$ cat src/rtl/sm4_keyexp_iter.sv
// rtl/sm4_keyexp_iter.sv - iterative SM4 key schedule, UNROLL rounds per clock, 32 stored round keys
//
// Ports:
//   CLK_i       clock, rising edge
//   RST_N_i     asynchronous active-low reset
//   MK_i        128-bit master key, MK_i[127:96] is MK0
//   MK_VALID_i  master key valid
//   MK_READY_o  engine can accept a key (IDLE or DONE)
//   DEC_i       key order select latched at accept (0 = encryption, 1 = decryption)
//   ZEROIZE_i   synchronous clear of all key state, highest priority
//   RK_o        32 round keys, rk0 in [1023:992] for encryption, rk31 there for decryption
//   RK_VALID_o  RK_o complete and stable
//   BUSY_o      schedule computation in progress

module sm4_keyexp_iter #(
    parameter int UNROLL = 1
) (
    input  logic          CLK_i,
    input  logic          RST_N_i,
    input  logic [127:0]  MK_i,
    input  logic          MK_VALID_i,
    output logic          MK_READY_o,
    input  logic          DEC_i,
    input  logic          ZEROIZE_i,
    output logic [1023:0] RK_o,
    output logic          RK_VALID_o,
    output logic          BUSY_o
);

    localparam int NCYC = 32 / UNROLL;
    localparam int CW   = (NCYC > 1) ? $clog2(NCYC) : 1;

    generate
        if (!(UNROLL == 1 || UNROLL == 2 || UNROLL == 4 ||
              UNROLL == 8 || UNROLL == 16 || UNROLL == 32)) begin : g_bad_unroll
            $error("sm4_keyexp_iter: UNROLL must be 1, 2, 4, 8, 16 or 32");
        end
    endgenerate

    localparam logic [31:0] FK0 = 32'hA3B1BAC6;
    localparam logic [31:0] FK1 = 32'h56AA3350;
    localparam logic [31:0] FK2 = 32'h677D9197;
    localparam logic [31:0] FK3 = 32'hB27022DC;

    localparam logic [7:0] SBOX [256] = '{
        8'hd6, 8'h90, 8'he9, 8'hfe, 8'hcc, 8'he1, 8'h3d, 8'hb7, 8'h16, 8'hb6, 8'h14, 8'hc2, 8'h28, 8'hfb, 8'h2c, 8'h05,
        8'h2b, 8'h67, 8'h9a, 8'h76, 8'h2a, 8'hbe, 8'h04, 8'hc3, 8'haa, 8'h44, 8'h13, 8'h26, 8'h49, 8'h86, 8'h06, 8'h99,
        8'h9c, 8'h42, 8'h50, 8'hf4, 8'h91, 8'hef, 8'h98, 8'h7a, 8'h33, 8'h54, 8'h0b, 8'h43, 8'hed, 8'hcf, 8'hac, 8'h62,
        8'he4, 8'hb3, 8'h1c, 8'ha9, 8'hc9, 8'h08, 8'he8, 8'h95, 8'h80, 8'hdf, 8'h94, 8'hfa, 8'h75, 8'h8f, 8'h3f, 8'ha6,
        8'h47, 8'h07, 8'ha7, 8'hfc, 8'hf3, 8'h73, 8'h17, 8'hba, 8'h83, 8'h59, 8'h3c, 8'h19, 8'he6, 8'h85, 8'h4f, 8'ha8,
        8'h68, 8'h6b, 8'h81, 8'hb2, 8'h71, 8'h64, 8'hda, 8'h8b, 8'hf8, 8'heb, 8'h0f, 8'h4b, 8'h70, 8'h56, 8'h9d, 8'h35,
        8'h1e, 8'h24, 8'h0e, 8'h5e, 8'h63, 8'h58, 8'hd1, 8'ha2, 8'h25, 8'h22, 8'h7c, 8'h3b, 8'h01, 8'h21, 8'h78, 8'h87,
        8'hd4, 8'h00, 8'h46, 8'h57, 8'h9f, 8'hd3, 8'h27, 8'h52, 8'h4c, 8'h36, 8'h02, 8'he7, 8'ha0, 8'hc4, 8'hc8, 8'h9e,
        8'hea, 8'hbf, 8'h8a, 8'hd2, 8'h40, 8'hc7, 8'h38, 8'hb5, 8'ha3, 8'hf7, 8'hf2, 8'hce, 8'hf9, 8'h61, 8'h15, 8'ha1,
        8'he0, 8'hae, 8'h5d, 8'ha4, 8'h9b, 8'h34, 8'h1a, 8'h55, 8'had, 8'h93, 8'h32, 8'h30, 8'hf5, 8'h8c, 8'hb1, 8'he3,
        8'h1d, 8'hf6, 8'he2, 8'h2e, 8'h82, 8'h66, 8'hca, 8'h60, 8'hc0, 8'h29, 8'h23, 8'hab, 8'h0d, 8'h53, 8'h4e, 8'h6f,
        8'hd5, 8'hdb, 8'h37, 8'h45, 8'hde, 8'hfd, 8'h8e, 8'h2f, 8'h03, 8'hff, 8'h6a, 8'h72, 8'h6d, 8'h6c, 8'h5b, 8'h51,
        8'h8d, 8'h1b, 8'haf, 8'h92, 8'hbb, 8'hdd, 8'hbc, 8'h7f, 8'h11, 8'hd9, 8'h5c, 8'h41, 8'h1f, 8'h10, 8'h5a, 8'hd8,
        8'h0a, 8'hc1, 8'h31, 8'h88, 8'ha5, 8'hcd, 8'h7b, 8'hbd, 8'h2d, 8'h74, 8'hd0, 8'h12, 8'hb8, 8'he5, 8'hb4, 8'hb0,
        8'h89, 8'h69, 8'h97, 8'h4a, 8'h0c, 8'h96, 8'h77, 8'h7e, 8'h65, 8'hb9, 8'hf1, 8'h09, 8'hc5, 8'h6e, 8'hc6, 8'h84,
        8'h18, 8'hf0, 8'h7d, 8'hec, 8'h3a, 8'hdc, 8'h4d, 8'h20, 8'h79, 8'hee, 8'h5f, 8'h3e, 8'hd7, 8'hcb, 8'h39, 8'h48
    };

    typedef enum logic [1:0] {
        ST_IDLE = 2'd0,
        ST_RUN  = 2'd1,
        ST_DONE = 2'd2
    } state_t;

    state_t        state_q;
    state_t        state_d;
    logic [CW-1:0] cnt_q;
    logic          dec_q;
    logic [31:0]   k_q    [4];
    logic [31:0]   k_next [4];
    logic [31:0]   rk_q   [32];
    logic [31:0]   rk_new [UNROLL];
    logic          accept;
    logic          last_cyc;

    // Key-schedule nonlinear transform: four S-boxes followed by the
    // key-side linear mix (rotations by 13 and 23 only).
    function automatic logic [31:0] t_key(input logic [31:0] b);
        logic [31:0] s;
        s = {SBOX[b[31:24]], SBOX[b[23:16]], SBOX[b[15:8]], SBOX[b[7:0]]};
        return s ^ {s[18:0], s[31:19]} ^ {s[8:0], s[31:9]};
    endfunction

    // Round constant for round r: byte i (MSB first) is (4r+i)*7 mod 256.
    function automatic logic [31:0] ck_word(input int r);
        logic [31:0] w;
        logic [7:0]  b;
        w = '0;
        for (int i = 0; i < 4; i++) begin
            b = 8'((4 * r + i) * 7);
            w = {w[23:0], b};
        end
        return w;
    endfunction

    assign last_cyc = (cnt_q == CW'(NCYC - 1));
    assign accept   = MK_VALID_i & MK_READY_o & ~ZEROIZE_i;

    // UNROLL chained rounds. The window w[0..3] is the current K state;
    // each round appends one word, and the last four become the next state.
    always_comb begin : p_rounds
        logic [31:0] w [UNROLL+4];
        for (int i = 0; i < UNROLL + 4; i++) begin
            w[i] = '0;
        end
        for (int i = 0; i < 4; i++) begin
            w[i] = k_q[i];
        end
        for (int j = 0; j < UNROLL; j++) begin
            w[j+4] = w[j] ^ t_key(w[j+1] ^ w[j+2] ^ w[j+3] ^ ck_word(int'(cnt_q) * UNROLL + j));
        end
        for (int j = 0; j < UNROLL; j++) begin
            rk_new[j] = w[j+4];
        end
        for (int i = 0; i < 4; i++) begin
            k_next[i] = w[UNROLL+i];
        end
    end

    always_ff @(posedge CLK_i or negedge RST_N_i) begin
        if (!RST_N_i) begin
            state_q <= ST_IDLE;
        end else begin
            state_q <= state_d;
        end
    end

    always_comb begin : p_fsm
        state_d    = state_q;
        MK_READY_o = 1'b0;
        RK_VALID_o = 1'b0;
        BUSY_o     = 1'b0;
        case (state_q)
            ST_IDLE: begin
                MK_READY_o = 1'b1;
                if (MK_VALID_i) begin
                    state_d = ST_RUN;
                end
            end
            ST_RUN: begin
                BUSY_o = 1'b1;
                if (last_cyc) begin
                    state_d = ST_DONE;
                end
            end
            ST_DONE: begin
                MK_READY_o = 1'b1;
                RK_VALID_o = 1'b1;
                if (MK_VALID_i) begin
                    state_d = ST_RUN;
                end
            end
            default: state_d = ST_IDLE;
        endcase
        if (ZEROIZE_i) begin
            state_d = ST_IDLE;
        end
    end

    always_ff @(posedge CLK_i or negedge RST_N_i) begin
        if (!RST_N_i) begin
            cnt_q <= '0;
            dec_q <= 1'b0;
            for (int i = 0; i < 4; i++) begin
                k_q[i] <= '0;
            end
            for (int i = 0; i < 32; i++) begin
                rk_q[i] <= '0;
            end
        end else if (ZEROIZE_i) begin
            cnt_q <= '0;
            dec_q <= 1'b0;
            for (int i = 0; i < 4; i++) begin
                k_q[i] <= '0;
            end
            for (int i = 0; i < 32; i++) begin
                rk_q[i] <= '0;
            end
        end else if (accept) begin
            k_q[0] <= MK_i[127:96] ^ FK0;
            k_q[1] <= MK_i[95:64]  ^ FK1;
            k_q[2] <= MK_i[63:32]  ^ FK2;
            k_q[3] <= MK_i[31:0]   ^ FK3;
            dec_q  <= DEC_i;
            cnt_q  <= '0;
        end else if (state_q == ST_RUN) begin
            // Slots cnt*UNROLL .. cnt*UNROLL+UNROLL-1 receive this cycle's keys.
            for (int i = 0; i < 32; i++) begin
                if (i / UNROLL == int'(cnt_q)) begin
                    rk_q[i] <= rk_new[i % UNROLL];
                end
            end
            k_q   <= k_next;
            cnt_q <= last_cyc ? '0 : cnt_q + CW'(1);
        end
    end

    always_comb begin : p_out
        RK_o = '0;
        for (int i = 0; i < 32; i++) begin
            RK_o[1023-32*i -: 32] = dec_q ? rk_q[31-i] : rk_q[i];
        end
    end

endmodule
$ cat config.mk
export PLATFORM = sky130hd
export DESIGN_NAME = sm4_keyexp_iter
export DESIGN_NICKNAME = d
export VERILOG_FILES = /design/src/rtl/sm4_keyexp_iter.sv
export SDC_FILE = /design/constraint.sdc
export NUM_CORES = 2
export LEC_CHECK = 0
export ABC_AREA = 0
export CORE_MARGIN = 5
export CORE_UTILIZATION = 25
export CTS_CLUSTER_DIAMETER = 100
export CTS_CLUSTER_SIZE = 12
export DETAILED_ROUTE_END_ITERATION = 8
export MAX_ROUTING_LAYER = met4
export SLEW_MARGIN = 20
export SYNTH_ARGS = -nofsm -noshare
export SYNTH_HDL_FRONTEND = slang
export SYNTH_SLANG_ARGS = --single-unit
$ cat constraint.sdc
create_clock -name CLK_i -period 6.1 [get_ports CLK_i]
set_clock_uncertainty 0.2 [all_clocks]
set_input_delay 0.61 -clock CLK_i [delete_from_list [all_inputs] [get_ports CLK_i]]
set_output_delay 0.61 -clock CLK_i [all_outputs]
set_load 0.02 [all_outputs]
* Word level (Yosys, flattened, before mapping)
Memory sizes are Yosys's and may differ from the RTL's.
Index checks and enable logic that the tools add are counted.
** Word-level totals
- Memory bits (read-only) :: 8192
- Output and inout bits :: 1027
- Bits in registers :: 1160
- Logic and storage cells :: 271
- Memories :: 4
- Input bits :: 133
** Operators by class
- Multiply operators :: 4
- $add $sub $neg :: 4
- Bitwise gates (word level) :: 17
- Eq/ne operators :: 37
- Reductions and logical operators :: 71
- Order comparisons :: 4
- Multiplexer cells :: 91
** Memory list
- (no name shown) :: words 256, bits a word 8, read ports 1, clocked after memory_dff 0, write ports 0, line 85 : s = {SBOX[b[31:24]], SBOX[b[23:16]], SBOX[b[15:8]], SBOX[b[7:0]]};
- (no name shown) :: words 256, bits a word 8, read ports 1, clocked after memory_dff 0, write ports 0, line 85
- (no name shown) :: words 256, bits a word 8, read ports 1, clocked after memory_dff 0, write ports 0, line 85
- (no name shown) :: words 256, bits a word 8, read ports 1, clocked after memory_dff 0, write ports 0, line 85
** Operators by type and width (number)
- $mux W1024 :: 3
- $mux W32 :: 64
- $mux W128 :: 3
- $xor A32 B32 Y32 :: 6
- $reduce_and A3 Y1 :: 32
- $eq A5 B5 Y1 const A :: 16
- $reduce_bool A2 Y1 :: 34
- $mux W8 :: 8
- $eq A4 B5 Y1 const A :: 8
- $ge A9 B9 Y1 const B :: 4
- $not A8 Y9 :: 4
- $not A14 Y14 :: 2
- $mul A8 B3 Y8 const B :: 3
- $eq A3 B5 Y1 const A :: 4
- $mux W5 :: 4
- $not A19 Y19 :: 1
- $not A17 Y17 :: 1
- $add A7 B2 Y8 const B :: 2
- $eq A2 B5 Y1 const A :: 2
- $add A7 B1 Y8 const B :: 1
- $mul A5 B3 Y6 const B :: 1
- $mux W2 :: 3
- $add A5 B1 Y5 const B :: 1
- $eq A1 B5 Y1 const A :: 1
- other kinds (15) :: 20

* Longest topological paths before layout
- Word-level depth :: 14
- Depth in mapped cells :: 20

* Least setup slack after synthesis
Ideal clock, no wire load.
- Kind :: register -> register
- Start :: register cnt_q[2]
- End :: register rk_q[519] (netlist name)
- Slack :: 1129 ps
- Cell stages (with the launch flop) :: 19
- Arrival time :: 4693 ps
- Path buffers :: 4
- Clock period less this slack :: 4971 ps
- Setup time :: 78 ps
- Cells stage by stage :: dfrtp_1 fa_1 ha_1 ha_1 xor2_1 xor2_1 buf_2 clkbuf_1 buf_1 a21oi_1 o221ai_1 o211a_1 o32ai_1 a311oi_2 xnor3_1 xor2_1 buf_2 nand2_1 a21oi_1
** Between the ends
- Word-level cells in the longest chain between the ends :: 14
** Ends and longest elaborated chain
- start: declaration :: line 72 : logic [CW-1:0] cnt_q;
- start signal: assignment :: line 199 : cnt_q <= last_cyc ? '0 : cnt_q + CW'(1);
- $add A7 B2 Y8 :: line 95 : b = 8'((4 * r + i) * 7);
- $mul A8 B3 Y8 :: line 95
- $xor A32 B32 Y32 :: line 115 : w[j+4] = w[j] ^ t_key(w[j+1] ^ w[j+2] ^ w[j+3] ^ ck_word(int'(cnt_q) * UNROLL + j));
- $not A8 Y9 (implied by the code) :: line 85
- $mem_v2 Z256 W8
- $mux W8 (implied by the code) (2 in a row) :: line 85
- $xor A32 B32 Y32 (2 in a row) :: line 86 : return s ^ {s[18:0], s[31:19]} ^ {s[8:0], s[31:9]};
- $xor A32 B32 Y32 :: line 115
- $mux W32 :: line 194 : if (i / UNROLL == int'(cnt_q)) begin
- $mux W1024 :: line 191 : end else if (state_q == ST_RUN) begin
- $mux W1024 :: line 184 : end else if (accept) begin
- $mux W1024 :: line 175 : end else if (ZEROIZE_i) begin
- end signal: indexed assignment :: line 195 : rk_q[i] <= rk_new[i % UNROLL];
- end: declaration :: line 76 : logic [31:0] rk_q [32];
Parallel ways exist; a longest one is shown, timed or not. The select of a mux whose other input is x is not followed.
A chain may end at the register's enable or synchronous reset.

* Final worst setup path
- Start :: register cnt_q[1]
- End :: register rk_q[437] (netlist name)
** Between the ends
- Word-level cells in the longest chain between the ends :: 14
** Ends and longest elaborated chain (line)
- $add A7 B1 Y8 / $add A7 B2 Y8 (equally long branches) :: 95
- $mul A8 B3 Y8 :: 95
- $xor A32 B32 Y32 :: 115
- $not A8 Y9 (implied by the code) :: 85
- $mem_v2 Z256 W8
- $mux W8 (implied by the code) (2 in a row) :: 85
- $xor A32 B32 Y32 (2 in a row) :: 86
- $xor A32 B32 Y32 :: 115
- $mux W32 :: 194
- $mux W1024 :: 191
- $mux W1024 :: 184
- $mux W1024 :: 175
Parallel ways exist; a longest one is shown, timed or not. The select of a mux whose other input is x is not followed.

==> summary.txt <==
Yosys
  • Largest cells by area after synthesis: dfrtp_1 39%, mux2_2 16%, nor2_1 5.0%, nand2_1 4.9%, o21ai_0 3.8%
  • Number of flops mapped to enable cells by yosys: 0
  • Synth Register Bits: 1160
  • Syn Inst Count: 8244
  • Synthesized area per cell: 8.937 um^2
  • Mapped Area: 73670 um^2
  • Ys async rst share: 100.0%
  • Syn. warnings: 0
  • Top FF cell, synth: dfrtp_1
  • Top-area cell type share of the netlist area: 39.40%
  • Synth top cells by count: 1160 x dfrtp_1, 1025 x mux2_2, 974 x nor2_1
  • Mapped Nets: 8433
  • Yosys cell types: 98
  • Cell taking the most area after synthesis: dfrtp_1
  • Sequential share of the synthesized area: 39.40%
  • Count leader, synth: dfrtp_1

Routing
  • DR top layer: met4
  • DR WL met2: 187100 um
  • Routed vias/inst: 5.604
  • Remaining antenna violation count: 0
  • Met3 routed WL: 42160 um
  • Vias: 74271
  • Final routed wire length divided by cell count: 33.01 um
  • # DRC: 0
  • Wl on met1: 176700 um
  • Iter 0 DRT Violations: 9423
  • TritonRoute pass-1 iters: 8
  • Routed WL: 437500 um

Critical path
  • Critical path's slowest cell: fa_1
  • CP Launch Type: register
  • Buf/Inv on CP: 5
  • Reg2reg start: cnt_q[1]$_DFFE_PN0P_
  • Critical-path maximum fanout: 6
  • Crit-path cells: fa_1 > ha_1 > ha_1 > a21oi_1 > xor3_1 > buf_4 > nand2_1 > buf_4 > o311ai_1 > buf_4 > nor4_1 > nor3_4 > buf_12 > xnor2_4 > xnor2_4 > xnor2_4 > buf_12 > a22o_1
  • Data arrival, critical path: 6420 ps
  • Delay of the slowest cell on the worst path: 700 ps
  • CP endpoint kind: register
  • Crit path kind: register to register
  • R2R Setup Slk: 230 ps
  • Top delay family on crit path: XOR/XNOR gates
  • Worst r2r dst: rk_q[437]$_DFFE_PN0P_
  • Critical path startpoint: cnt_q[1]$_DFFE_PN0P_
  • WP data required: 6660 ps
  • Worst Reg-to-Reg Cells: 18

Clock network
  • Worst skew pair latency: 820 ps
  • Sink Count: 1160
  • Clock root buffer: clkbuf_16
  • CTS tree: built
  • Setup Buffers After CTS: 0
  • Inserted Clock Buffers: 118
  • H-tree lvl count: 3
  • Clock-pin slew on the worst setup and hold paths: 60 ps
  • Clk buf depth: 4

Timing
  • Slew Limit Fails: 0
  • Hold_ws: 131.6 ps
  • Minimum clock period: 5868 ps
  • Setup repair after global routing missed its margin: no
  • Max Clock Freq: 170.4 MHz
  • Worst slew pin tran: 1218 ps
  • Final Cycle Share: 96.19%
  • Relative slew margins: 17.97%
  • Setup violators final: 0
  • Final count of hold timing violations: 0
  • Post-route setup TNS: 0 ps

Die
  • I/O Pins: 1160
  • Full die area: 305700 um^2
  • Core ar.: 293800 um^2
  • Initial Utilization: 25.08%
  • Cell row count: 199
  • Chip height: 552.9 um
  • Die Wd: 552.9 um

Hold path
  • Hold Path Depth: 3
  • Hold Startpoint: MK_i[71]
  • Worst Hold Class: input pin to register
  • WHS Endpoint: k_next[103]$_DFFE_PN0P_

Layout
  • Share of post-route cells with drive strength above 1: 20.88%
  • # fillers: 30514
  • Synth-to-Final Area Change: 31.36%
  • Nets@finish: 9489

Global routing
  • Largest net degree at the start of global routing: 183
  • GRT Overall Usage: 28.04%
  • Total gr overflow: 0
  • First-pass GRT wire length: 601000 um
  • Vias in the first global route: 71312
  • Antenna violations before repair: 32

Job
  • Max_cap viols: 0

Place
  • PortBufs: 1159
  • RD Place Congestion: 0.9743
  • DP HPWL: 320500 um

Run status
  • Outcome: complete, no violations
## metal layers
metal | up-vias | GRT usage (%)
li1 | 31691 | -
met1 | 37356 | 35.16
met2 | 4340 | 40.75
met3 | 884 | 7.359
met4 | 0 | 16.12
met5 | - | -
## worst max-delay path by stage
| stage | end | slack, ps | cells past startpoint |
|---|---|---|---|
| 6_report | rk_q[437]$_DFFE_PN0P_ | 230 | 18 |
| 3_5_place_dp | rk_q[254]$_DFFE_PN0P_ | 280 | 16 |
| 5_1_grt | k_next[44]$_DFFE_PN0P_ | 90 | 18 |
| 2_1_floorplan | rk_q[519]$_DFFE_PN0P_ | 1130 | 18 |
| 4_1_cts | rk_q[286]$_DFFE_PN0P_ | 250 | 16 |
| 3_3_place_gp | rk_q[109]$_DFFE_PN0P_ | 70 | 15 |
## through the flow
step	utilization (%)	area (um^2)	setup WS [ps]	instances
after global placement	31.83	93510	74.40	13097
after detailed placement	31.83	93530	279.8	13097
final	32.94	96780	232.4	13254
after floorplan	-	73670	1129	8244
after global routing	32.93	96760	93.35	13245
after CTS	32.92	96730	251.8	13239
## worst register-to-register path, delay by kind of cell (launching register included)
kind	cells	cell delay, ps
flip-flops	1	470
adder cells (fa/ha/maj)	3	1210
AND/OR/NAND/NOR	3	810
AO/OA/AOI/OAI	3	660
buffers and inverters	5	1030
XOR/XNOR	4	1420
## layout make-up
cell class                      instances  area [um^2]  share of cell area [%]
Antenna cell                           15        37.54                 0.03879
Clock buffer                          124         3015                   3.116
Clock inverter                         16        158.9                  0.1642
Inverter                               44        165.2                  0.1707
Multi-Input combinational cell       6190        41670                   43.06
Sequential cell                      1160        29030                   30.00
Tap cell                             3919         4903                   5.067
Timing Repair Buffer                 1786        17800                   18.39
## registers in the layout, summed over array words and instances (netlist names)
| signal | flops |
|---|---|
| rk_q | 1024 |
| k_next | 96 |
| k_q | 32 |
| cnt_q | 5 |
| state_q | 2 |
| dec_q | 1 |
## cells in the final DEF (no fill, tap or decap), types with 63 or more instances in the layout
| cell | count |
|---|---|
| a211oi_1 | 198 |
| a21oi_1 | 537 |
| a22o_1 | 193 |
| a31oi_1 | 74 |
| buf_12 | 118 |
| buf_4 | 507 |
| clkbuf_16 | 118 |
| clkdlybuf4s50_1 | 1157 |
| dfrtp_1 | 1159 |
| mux2_2 | 1025 |
| nand2_1 | 969 |
| nand3_1 | 118 |
| nand3b_1 | 140 |
| nor2_1 | 965 |
| nor3_1 | 305 |
| o21ai_0 | 563 |
| o21ai_1 | 63 |
| xnor2_1 | 77 |
## kinds of logic (layout without fill, tap and decap cells)
kind of cell / Yosys count / in the layout / synth area share [%]
simple gates: 2702 / 2702 / 15.98
compound gates: 2189 / 2189 / 19.28
mux: 1048 / 1048 / 16.03
xor+xnor: 194 / 194 / 3.237
other cells: 0 / 15 / 0
buf+inv: 894 / 1970 / 5.041
fa+ha+maj: 57 / 57 / 1.026
flops: 1160 / 1160 / 39.40
## what timing repair did
item | CTS | global route
gates resized for setup | 0 | 1
hold buffers | 2 | 0
endpoints found under the hold margin | 91 | 0
endpoints found under the setup margin | 0 | 2
Power is left out: the tool's default activity adds up to more than one toggle a clock period on the data nets, which glitch-free logic cannot reach.
